$ cat src/rtl/mult_pkg.sv
// rtl/mult_pkg.sv - shared types and sizing for the multiply sequencer
package mult_pkg;

    localparam int DEFAULT_WIDTH = 32;

    typedef enum logic [1:0] {
        IDLE,
        RUN,
        SIGN
    } state_t;

    function automatic int cnt_width(input int w);
        return (w > 1) ? $clog2(w) : 1;
    endfunction

endpackage

$ cat src/rtl/mult_shift_add_dp.sv
// rtl/mult_shift_add_dp.sv - shift-add multiply datapath with sign fix-up and HI/LO commit
module mult_shift_add_dp #(
    parameter int WIDTH = 32
) (
    input  logic             clk,
    input  logic             rst,
    input  logic             load,
    input  logic             step,
    input  logic             commit,
    input  logic             sign,
    input  logic [WIDTH-1:0] op_a,
    input  logic [WIDTH-1:0] op_b,
    output logic [WIDTH-1:0] hi,
    output logic [WIDTH-1:0] lo
);

    logic [2*WIDTH-1:0] acc_q, acc_d;
    logic [WIDTH-1:0]   mcand_q, mcand_d;
    logic [WIDTH-1:0]   mplier_q, mplier_d;
    logic               neg_q, neg_d;
    logic [WIDTH-1:0]   hi_q, hi_d;
    logic [WIDTH-1:0]   lo_q, lo_d;

    logic [WIDTH:0]     sum;
    logic [2*WIDTH-1:0] product;
    logic [WIDTH-1:0]   abs_a;
    logic [WIDTH-1:0]   abs_b;

    always_comb begin
        acc_d    = acc_q;
        mcand_d  = mcand_q;
        mplier_d = mplier_q;
        neg_d    = neg_q;
        hi_d     = hi_q;
        lo_d     = lo_q;

        // Magnitudes stay WIDTH-bit unsigned, so the most negative value needs no extra bit
        abs_a   = (sign & op_a[WIDTH-1]) ? -op_a : op_a;
        abs_b   = (sign & op_b[WIDTH-1]) ? -op_b : op_b;
        sum     = {1'b0, acc_q[2*WIDTH-1:WIDTH]} + (mplier_q[0] ? {1'b0, mcand_q} : '0);
        product = neg_q ? -acc_q : acc_q;

        if (load) begin
            mcand_d  = abs_a;
            mplier_d = abs_b;
            neg_d    = sign & (op_a[WIDTH-1] ^ op_b[WIDTH-1]);
            acc_d    = '0;
        end
        if (step) begin
            acc_d    = {sum, acc_q[WIDTH-1:1]};
            mplier_d = mplier_q >> 1;
        end
        if (commit) begin
            {hi_d, lo_d} = product;
        end
    end

    always_ff @(posedge clk) begin
        if (rst) begin
            acc_q    <= '0;
            mcand_q  <= '0;
            mplier_q <= '0;
            neg_q    <= 1'b0;
            hi_q     <= '0;
            lo_q     <= '0;
        end else begin
            acc_q    <= acc_d;
            mcand_q  <= mcand_d;
            mplier_q <= mplier_d;
            neg_q    <= neg_d;
            hi_q     <= hi_d;
            lo_q     <= lo_d;
        end
    end

    assign hi = hi_q;
    assign lo = lo_q;

endmodule

$ cat src/rtl/mult_sequencer.sv
// rtl/mult_sequencer.sv - MULT/MULTU sequencer FSM with pipeline stall and HI/LO outputs
module mult_sequencer
    import mult_pkg::*;
#(
    parameter int WIDTH = DEFAULT_WIDTH
) (
    input  logic             clk,
    input  logic             rst,
    input  logic             start_mult,
    input  logic             mult_sign,
    input  logic [WIDTH-1:0] op_a,
    input  logic [WIDTH-1:0] op_b,
    input  logic             read_hilo,
    output logic             busy,
    output logic             stall,
    output logic             done,
    output logic [WIDTH-1:0] hi,
    output logic [WIDTH-1:0] lo
);

    localparam int            CW   = cnt_width(WIDTH);
    localparam logic [CW-1:0] LAST = CW'(WIDTH - 1);

    state_t        state_q, state_d;
    logic [CW-1:0] cnt_q, cnt_d;
    logic          done_q, done_d;
    logic          load, step, commit;

    always_comb begin
        state_d = state_q;
        cnt_d   = cnt_q;
        done_d  = 1'b0;
        load    = 1'b0;
        step    = 1'b0;
        commit  = 1'b0;
        case (state_q)
            IDLE: begin
                if (start_mult) begin
                    load    = 1'b1;
                    cnt_d   = '0;
                    state_d = RUN;
                end
            end
            RUN: begin
                step  = 1'b1;
                cnt_d = cnt_q + CW'(1);
                if (cnt_q == LAST) begin
                    state_d = SIGN;
                end
            end
            SIGN: begin
                commit  = 1'b1;
                done_d  = 1'b1;
                state_d = IDLE;
            end
            default: state_d = IDLE;
        endcase
    end

    always_ff @(posedge clk) begin
        if (rst) begin
            state_q <= IDLE;
            cnt_q   <= '0;
            done_q  <= 1'b0;
        end else begin
            state_q <= state_d;
            cnt_q   <= cnt_d;
            done_q  <= done_d;
        end
    end

    // A start while busy is dropped; the pipeline stalls and re-presents it
    assign busy  = (state_q != IDLE);
    assign stall = busy & (read_hilo | start_mult);
    assign done  = done_q;

    mult_shift_add_dp #(
        .WIDTH(WIDTH)
    ) u_dp (
        .clk    (clk),
        .rst    (rst),
        .load   (load),
        .step   (step),
        .commit (commit),
        .sign   (mult_sign),
        .op_a   (op_a),
        .op_b   (op_b),
        .hi     (hi),
        .lo     (lo)
    );

endmodule

$ cat config.mk
export PLATFORM = sky130hd
export DESIGN_NAME = mult_sequencer
export DESIGN_NICKNAME = d
export VERILOG_FILES = /design/src/rtl/mult_pkg.sv /design/src/rtl/mult_shift_add_dp.sv /design/src/rtl/mult_sequencer.sv
export SDC_FILE = /design/constraint.sdc
export NUM_CORES = 1
export LEC_CHECK = 0
export ABC_AREA = 0
export CORE_MARGIN = 1.5
export CORE_UTILIZATION = 52
export CTS_CLUSTER_SIZE = 24
export DETAILED_ROUTE_END_ITERATION = 16
export DONT_BUFFER_PORTS = 1
export PLACE_DENSITY = 0.7
export SLEW_MARGIN = 40
export SYNTH_ARGS = -nofsm -noshare
export SYNTH_HDL_FRONTEND = slang
export SYNTH_HIERARCHICAL = 1
export SYNTH_SLANG_ARGS = --single-unit
$ cat constraint.sdc
create_clock -name clk -period 3.2 [get_ports clk]
set_input_delay 0.48 -clock clk [delete_from_list [all_inputs] [get_ports clk]]
set_output_delay 0.48 -clock clk [all_outputs]
set_load 0.01 [all_outputs]
# Word level (Yosys, flattened, before mapping)
# Cells that the tools add are included.
dict set report classes {
  add_sub_neg 5
  n_eq_ne 5
  muxes 17
  bitwise 6
  n_reduce_logical 7
}
# cell n
set ops {}
lappend ops {{64-bit 2-to-1 mux} 3}
lappend ops {{32-bit 2-to-1 mux} 3}
lappend ops {{32-bit negator} 2}
lappend ops {{64-bit negator} 1}
lappend ops {{31-bit 2-to-1 mux} 2}
lappend ops {{32-bit by 33-bit adder with 33-bit output} 1}
lappend ops {{5-bit case mux with 2 select lines} 1}
lappend ops {{2-bit nonzero test} 3}
lappend ops {{5-bit by 1-bit adder with 5-bit output, second input constant} 1}
lappend ops {{5-bit == test, second input constant} 1}
lappend ops {{5-bit 2-to-1 mux} 1}
lappend ops {{1-bit bitwise AND} 4}
lappend ops {{1-bit 2-to-1 mux} 4}
lappend ops {{2-bit 2-to-1 mux} 2}
lappend ops {{2-bit != test, second input constant} 2}
lappend ops {{2-bit case mux with 2 select lines} 1}
lappend ops {{2-bit AND reduction} 2}
lappend ops {{2-bit by 1-bit == test with 1-bit output, second input constant} 1}
lappend ops {{2-bit == test, second input constant} 1}
lappend ops {{2-bit logical NOT} 1}
lappend ops {{2-bit OR reduction} 1}
lappend ops {{1-bit bitwise OR} 1}
lappend ops {{1-bit XOR} 1}
dict set report word_totals {
  reg_bits 201
  input_bits 69
  output_inout_bits 67
  elab_cells 50
}

# Logic depth before layout (Yosys ltp)
# Gate-level depths: netlist of the first run.
dict set report depth {
  word_depth 4
  ltp_mapped 13
  ltp_nobuf 12
}

# Modules after synthesis
# The synthesis of the first run kept the hierarchy.
# module n_inst cells_per_inst area_each_um2
set modules_own_cells {}
lappend modules_own_cells {mult_shift_add_dp 1 1443 11407.2}
lappend modules_own_cells {mult_sequencer 1 40 367.9}

# Least setup slack after synthesis of the first run
# OpenSTA, ideal clock, no wires.
dict set report synth_path {
  kind {register to register}
  start {register u_dp.mplier_q[0]}
  end {register u_dp.acc_q[59]}
  setup_ns 0.062
  arrival_time_ns 2.950
  required_time_ns 3.138
  path_slack_ns 0.187
  path_stages_with_launch 14
  n_path_buf 1
  cell_sequence {dfxtp_1 -> clkbuf_1 -> and2_1 -> ha_1 -> inv_1 -> fa_1 -> nor2b_1 -> o2111ai_1 -> a211oi_1 -> nor4_1 -> nor3_1 -> a311oi_1 -> or4_1 -> nand3_1}
}
dict set report synth_via {
  elab_chain_len 3
}
# element line_no
set synth_rtl {}
lappend synth_rtl {{from (decl)} mult_shift_add_dp.sv:19} ;# logic [WIDTH-1:0] mplier_q, mplier_d;
lappend synth_rtl {{from (signal assigned)} mult_shift_add_dp.sv:69} ;# mplier_q <= mplier_d;
lappend synth_rtl {{32-bit 2-to-1 mux} mult_shift_add_dp.sv:40} ;# sum = {1'b0, acc_q[2*WIDTH-1:WIDTH]} + (mplier_q[0] ? {1'b0, mcand_q} : '0);
lappend synth_rtl {{32-bit by 33-bit adder with 33-bit output} mult_shift_add_dp.sv:40}
lappend synth_rtl {{64-bit 2-to-1 mux} mult_shift_add_dp.sv:49} ;# if (step) begin
lappend synth_rtl {{to (signal assigned)} mult_shift_add_dp.sv:60} ;# acc_q <= '0;
lappend synth_rtl {{to (signal assigned)} mult_shift_add_dp.sv:67} ;# acc_q <= acc_d;
lappend synth_rtl {{to (decl)} mult_shift_add_dp.sv:17} ;# logic [2*WIDTH-1:0] acc_q, acc_d;
# No other way between the ends.
# A chain may end at the register's enable or synchronous reset.

# Worst setup path after layout of the first run
dict set report layout_path {
  start {register u_dp.acc_q[24]}
  end {register u_dp.hi_q[20], in the netlist u_dp/hi[20]}
}
dict set report layout_via {
  elab_chain_len 2
}
# element line_no
set layout_rtl {}
lappend layout_rtl {{64-bit negator} mult_shift_add_dp.sv:41} ;# product = neg_q ? -acc_q : acc_q;
lappend layout_rtl {{64-bit 2-to-1 mux} mult_shift_add_dp.sv:41}
lappend layout_rtl {{to (signal assigned)} mult_shift_add_dp.sv:71} ;# hi_q <= hi_d;
lappend layout_rtl {{to (decl)} mult_shift_add_dp.sv:21} ;# logic [WIDTH-1:0] hi_q, hi_d;
# No other way between the ends.

==> results of run 1 <==
==> logic make-up (layout without fill, tap and decap cells) <==
kind of cell	Yosys count	in the layout	synth area share, %
AND/OR/NAND/NOR	542	542	22.9
flip-flops	201	201	34.2
adder cells (fa/ha/maj)	38	38	4.10
multiplexers	18	18	1.53
buffers and inverters	130	110	4.17
XOR/XNOR	131	131	9.74
AO/OA/AOI/OAI	423	423	23.4
==> what timing repair did <==
| action | 4_1_cts | 5_1_grt |
|---|---|---|
| cloned | 0 | 0 |
| setup buffers | 0 | 1 |
| endpoints found under the setup margin | 2 | 16 |
| pin swaps | 0 | 3 |
| gates resized for setup | 1 | 13 |
==> state kept, by name (all words and copies together) (netlist names) <==
name / flops
cnt_q: 5
done: 1
state_q: 2
u_dp/acc_q: 64
u_dp/hi: 32
u_dp/lo: 32
u_dp/mcand_q: 32
u_dp/mplier_q: 32
u_dp/neg_q: 1
==> through the flow <==
stage               TNS, ns  hold WS, ns  total power [mW]  setup WS (ns)
floorplan                 0        0.443              3.08          0.187
global placement    -0.0209        0.457              3.15        -0.0209
detailed placement  -0.0959        0.455              3.16        -0.0959
CTS                       0       0.0308              5.62         0.0263
global route        -0.0556       0.0221              5.79        -0.0556
finish                    0       0.0442              5.57          0.106
==> area by class of cell <==
class / instances / area (um2) / area share [%]
Inverter: 30 / 113 / 0.872
Multi-Input combinational cell: 1152 / 7330 / 56.8
Clock inverter: 6 / 66.3 / 0.514
Clock buffer: 31 / 634 / 4.91
Sequential cell: 201 / 4030 / 31.2
Timing Repair Buffer: 43 / 385 / 2.98
Tap cell: 280 / 350 / 2.71
==> worst register-to-register path, cell delays in order (launching register included) <==
cell	delay, ns
dfxtp_1	0.38
or4_4	0.55
or4_4	0.53
nor3_4	0.18
nand4_1	0.22
or3_4	0.48
o41ai_2	0.25
xor2_1	0.26
a211oi_2	0.11
==> power by group through the flow <==
stage	sequential (mW)	clock [mW]	combinational, mW
after floorplan	2.66	0	0.418
after global placement	2.68	0	0.470
after detailed placement	2.68	0	0.480
after CTS	2.63	2.51	0.482
after global routing	2.64	2.61	0.548
final	2.63	2.45	0.489
==> final timing paths <==
path	slack, ns	to	from	depth (start not counted)
worst min register to register	0.47	u_dp/mplier_q[26]	u_dp/mplier_q[27]	2
worst min-delay path	0.04	cnt_q[2]	rst	1
worst max-delay path	0.11	u_dp/hi[20]	u_dp/acc_q[24]	8
worst max register to register	0.11	u_dp/hi[20]	u_dp/acc_q[24]	8
==> routing by layer <==
metal	vias to the layer above	global-route usage, %
met3	33	3.60
met4	0	4.67
met2	267	32.5
met1	4617	36.1
li1	5271	-
met5	-	0
==> cells in the final DEF, fill, tap and decap left out, types with 5 or more instances in the layout <==
master	n
o31ai_1	29
and3_1	10
and2_1	35
nand2_1	88
a31oi_1	11
inv_1	30
a311oi_1	14
dfxtp_1	198
xnor2_1	48
ha_1	37
xor2_1	83
clkbuf_8	5
a21o_1	17
nand3_1	19
nor2b_1	6
buf_4	38
nor3_1	31
nand4_1	7
or3_1	17
a211oi_1	100
nor4_1	9
o21ai_0	69
o22ai_1	8
a21oi_1	125
nor3b_1	43
o21bai_1	10
nor2_1	222
or4_1	11
o41ai_1	10
or4_4	5
mux2i_1	18
nand2b_1	11
buf_12	5
clkbuf_16	22
==> summary.md, run 1 <==
• **result of the run** finished clean
• **highest metal used** met4
• **WS Path Type** flop to flop
• **shortest clock period the worst path allows after layout** 3.09 ns
• **number of standard cells after synthesis** 1483
• **part of the Yosys area used for sequential elements** 34.2%
• **crit path DAT** 3.45 ns
• **violation count after the first detailed-routing iteration** 673
• **critical path required time** 3.56 ns
• **RePlAce Congestion** 0.893
• **total number of placement rows** 54
• **CTS tree** yes
• **clock buffer count from CTS** 22
• **worst IR drop on VDD** 0.265 mV
• **number of nets with antenna violations after detailed routing** 0
• **ratio of routed vias to standard cells** 5.85
• **share of power burned in the clock network** 44.0%
• **number of global-route vias before repair** 9083
• **non-filler cells in the finished layout** 1743
• **Pre-Repair DR Iteration Count** 5
• **I/O Pins** 136
• **hold buffer count at cts** 0
• **most frequent cell after synthesis** nor2_1
• **number of port buffers** 0
• **count of unique library cells instantiated by Yosys** 64
• **area of the die** 23600 um2
• **count of endpoints failing setup in the final report** 0
• **final worst path period share** 96.7%
• **worst slew margin relative to its limit** 50.4%
• **Worst Setup Start Kind** flop
• **CTS root buffer** clkbuf_16
• **Netlist Area Pre-Place** 11800 um2
• **Layout Utilization** 58.6%
• **core area** 22000 um2
• **clock tree buffer depth** 3
• **leakage power** 4.92 nW
• **top cell type's share of synthesized area** 34.2%
• **areal power density over the cells** 431 nW/um2
• **Post-synth top cells** nor2_1 (223), dfxtp_1 (201), a21oi_1 (125), a211oi_1 (102), clkbuf_1 (90)
• **most frequent cell on the critical path** or4_4
• **clock-pin transition on the worst setup and hold timing paths** 0.06 ns
• **kind of cell adding the most delay to the critical path** simple AND/OR/NAND/NOR gates
• **number of flops mapped to enable cells by yosys** 0
• **switching part of the total power** 23.9%
• **detailed-route via count** 10188
• **met3 WL post-DR** 1940 um
• **number of antenna violations at the first check in global routing** 0
• **worst-path fanout max** 7
• **Worst Hold Class** input port to flop
• **top cell type by total area after synthesis** dfxtp_1
• **critical path's largest stage delay** 0.55 ns
• **clock sink count** 201
• **syn_area_per_cell** 7.94 um2
• **Critical Path End Type** flop
• **pin count of the biggest net entering global routing** 183
• **all-layer global routing usage** 22.9%
• **total half-perimeter wirelength after legalization and detailed placement** 19700 um
• **Top FF cell, synth** dfxtp_1
• **initial cell density of the core** 53.5%
• **count of filler cells inserted in the layout** 2020
• **share of flip-flops with an asynchronous set or reset** 0%
• **global-route wire length before repair** 45700 um
• **Worst Path Buf+Inv** 0
• **hold violation count in the final report** 0
• **cell count after placement** 1705
• **Antenna Diode Count** 0
• **Post-layout nets** 1557
• **clk_lat worst skew** 0.51 ns
• **Placed Instance Area** 12100 um2
• **clock tree skew after final layout** 0.0121 ns
• **synth-to-layout area growth** 9.67%
• **number of pins with negative max-slew slack in the final report** 0
• **post-detailed-route DRC marker count** 0
• **critical-path cell with the highest stage delay** or4_4
• **count of synthesis-stage warnings from yosys** 6
• **switching pwr** 1.33 mW
• **Chip Height** 153 um
• **Int Pwr** 4.23 mW
• **final instance area** 12900 um2
• **post-synthesis net count** 1590
• **Seq pwr share** 47.2%
• **met2 routed wirelength** 11100 um
• **max-cap check violation count** 0
• **per-cell routed wire length** 15.9 um
• **Peak Freq** 0.323 GHz
• **die width** 153 um
• **remaining global-route overflow** 0
• **met1 routed wirelength after detailed routing** 14200 um
• **fraction of power consumed by combinational cells** 8.8%
• **slew at the pin closest to its max-slew limit** 0.744 ns
• **flip-flop and latch count after synthesis** 201
• **cell chain of the critical path** or4_4 > or4_4 > nor3_4 > nand4_1 > or3_4 > o41ai_2 > xor2_1 > a211oi_2
• **number of levels in the clock H-tree** 1
• **Total Routed Length** 27700 um
• **dominant cells by area after synthesis** dfxtp_1 (34%), nor2_1 (7.1%), a211oi_1 (6.5%), xor2_1 (6.2%), a21oi_1 (5.3%)
• **share of post-route cells with drive strength above 1** 7.72%
(Power assumes the default switching activity.)
==> inputs of run 2 (changes only) <==
--- a/config.mk
+++ b/config.mk
@@ -11,6 +11,7 @@
 export CTS_CLUSTER_SIZE = 24
 export DETAILED_ROUTE_END_ITERATION = 16
 export DONT_BUFFER_PORTS = 1
+export HOLD_SLACK_MARGIN = 0.15
 export PLACE_DENSITY = 0.7
 export SLEW_MARGIN = 40
 export SYNTH_ARGS = -nofsm -noshare
==> summary.md, run 2 (synthesis gave the netlist of run 1 again) <==
• **switching pwr** 1.37 mW
• **switching part of the total power** 24.4%
• **global-route wire length before repair** 46900 um
• **area of the die** 23600 um2
• **Antenna Diode Count** 0
• **post-detailed-route DRC marker count** 0
• **count of endpoints failing setup in the final report** 0
• **number of pins with negative max-slew slack in the final report** 0
• **fraction of power consumed by combinational cells** 9.5%
• **crit path DAT** 3.51 ns
• **slew at the pin closest to its max-slew limit** 0.761 ns
• **CTS tree** yes
• **clock-pin transition on the worst setup and hold timing paths** 0.06 ns
• **initial cell density of the core** 53.5%
• **leakage power** 5.14 nW
• **worst slew margin relative to its limit** 49.3%
• **worst-path fanout max** 6
• **number of global-route vias before repair** 9332
• **worst IR drop on VDD** 0.266 mV
• **Largest Register** u_dp/acc_q
• **critical path required time** 3.59 ns
• **Seq pwr share** 46.8%
• **synth-to-layout area growth** 12.8%
• **I/O Pins** 136
• **Layout Utilization** 60.3%
• **total half-perimeter wirelength after legalization and detailed placement** 19700 um
• **detailed-route via count** 10397
• **area occupied by multi-input gates** 7350 um2
• **per-cell routed wire length** 16.0 um
• **shortest clock period the worst path allows after layout** 3.11 ns
• **number of flip-flops under the largest register name** 64
• **share of post-route cells with drive strength above 1** 7.82%
• **all-layer global routing usage** 23.6%
• **Chip Height** 153 um
• **number of port buffers** 0
• **Worst Hold Class** input port to flop
• **hold violation count in the final report** 0
• **clock sink count** 201
• **Peak Freq** 0.321 GHz
• **pin count of the biggest net entering global routing** 155
• **most common cell after layout, fill and taps aside** nor2_1
• **count of filler cells inserted in the layout** 1984
• **total number of placement rows** 54
• **result of the run** finished clean
• **pre-CTS setup slack** -0.0959 ns
• **areal power density over the cells** 422 nW/um2
• **clk_lat worst skew** 0.51 ns
• **unrepaired setup endpoints after global routing** true
• **Critical Path End Type** flop
• **Int Pwr** 4.24 mW
• **RePlAce Congestion** 0.893
• **share of power burned in the clock network** 43.6%
• **Total Routed Length** 28500 um
• **Worst Setup Start Kind** flop
• **core area** 22000 um2
• **Pre-Repair DR Iteration Count** 5
• **clock buffer count from CTS** 22
• **final worst path period share** 97.3%
• **setup ws final** 0.0859 ns
• **CTS root buffer** clkbuf_16
• **number of antenna violations at the first check in global routing** 0
• **clock tree buffer depth** 3
• **max-cap check violation count** 0
• **number of levels in the clock H-tree** 1
• **ratio of routed vias to standard cells** 5.85
• **violation count after the first detailed-routing iteration** 685
• **number of nets with antenna violations after detailed routing** 0
• **clock tree skew after final layout** 0.0174 ns
• **Seq. cell area** 4030 um2
• **die width** 153 um
• **Post-layout nets** 1591
• **top library cells by usage in the layout, fill and taps aside** nor2_1 (222), dfxtp_1 (199), a21oi_1 (125)
• **remaining global-route overflow** 0
• **WS Path Type** flop to flop
-- run 2: routing by layer --
| layer | track usage, % | routed length [um] | vias to the layer above |
|---|---|---|---|
| met1 | 36.6 | 14600 | 4742 |
| met3 | 3.80 | 1990 | 33 |
| met4 | 4.67 | 366 | 0 |
| met2 | 34.0 | 11500 | 278 |
| met5 | 0 | 0 | - |
| li1 | - | - | 5344 |
-- run 2: layout make-up --
class | count | area share [%]
Clock buffer | 31 | 4.77
Clock inverter | 6 | 0.499
Inverter | 30 | 0.848
Multi-Input combinational cell | 1152 | 55.3
Sequential cell | 201 | 30.3
Tap cell | 280 | 2.64
Timing Repair Buffer | 77 | 5.59
-- run 2: worst max-delay path, cell delays in order (launching register included) --
cell and delay (ns):
dfxtp_1 0.36, or4_4 0.56, or4_4 0.49, nor3_4 0.19, buf_4 0.17, nand4_1 0.15
nand2_1 0.13, xor2_1 0.25, a211oi_1 0.12, dlygate4sd3_1 0.58
-- run 2: final timing paths --
path,start,endpoint,slack (ns),cells after the start
max,u_dp/acc_q[11],u_dp/lo[28],0.09,9
min,op_a[27],u_dp/mcand_q[27],0.17,2
max reg2reg,u_dp/acc_q[11],u_dp/lo[28],0.09,9
min reg2reg,u_dp/mplier_q[29],u_dp/mplier_q[28],0.47,2
-- run 2: timing repair --
item                                   CTS  global route
setup endpoints to repair                2            21
hold buffers                            34             0
gates resized for setup                  1            17
endpoints found under the hold margin  180             0
setup buffers                            0             1
pin swaps                                0             4
-- run 2: per-stage QoR --
stage                     hold slack (ns)  total power [mW]  setup TNS, ns  std cells  cell area (um2)
after floorplan                     0.443              3.08              0       1483            11800
after global placement              0.457              3.15        -0.0209       1705            12100
after detailed placement            0.455              3.16        -0.0959       1705            12100
after CTS                           0.151              5.66              0       1776            13200
after global routing                0.170              5.84         -0.164       1777            13300
final                               0.166              5.61              0       1777            13300
-- run 2: power by group through the flow --
stage                     logic (mW)  clock network, mW  registers, mW
after CTS                      0.526               2.51           2.63
final                          0.534               2.45           2.63
after detailed placement       0.480                  0           2.68
after global placement         0.470                  0           2.68
after floorplan                0.418                  0           2.66
after global routing           0.596               2.61           2.64
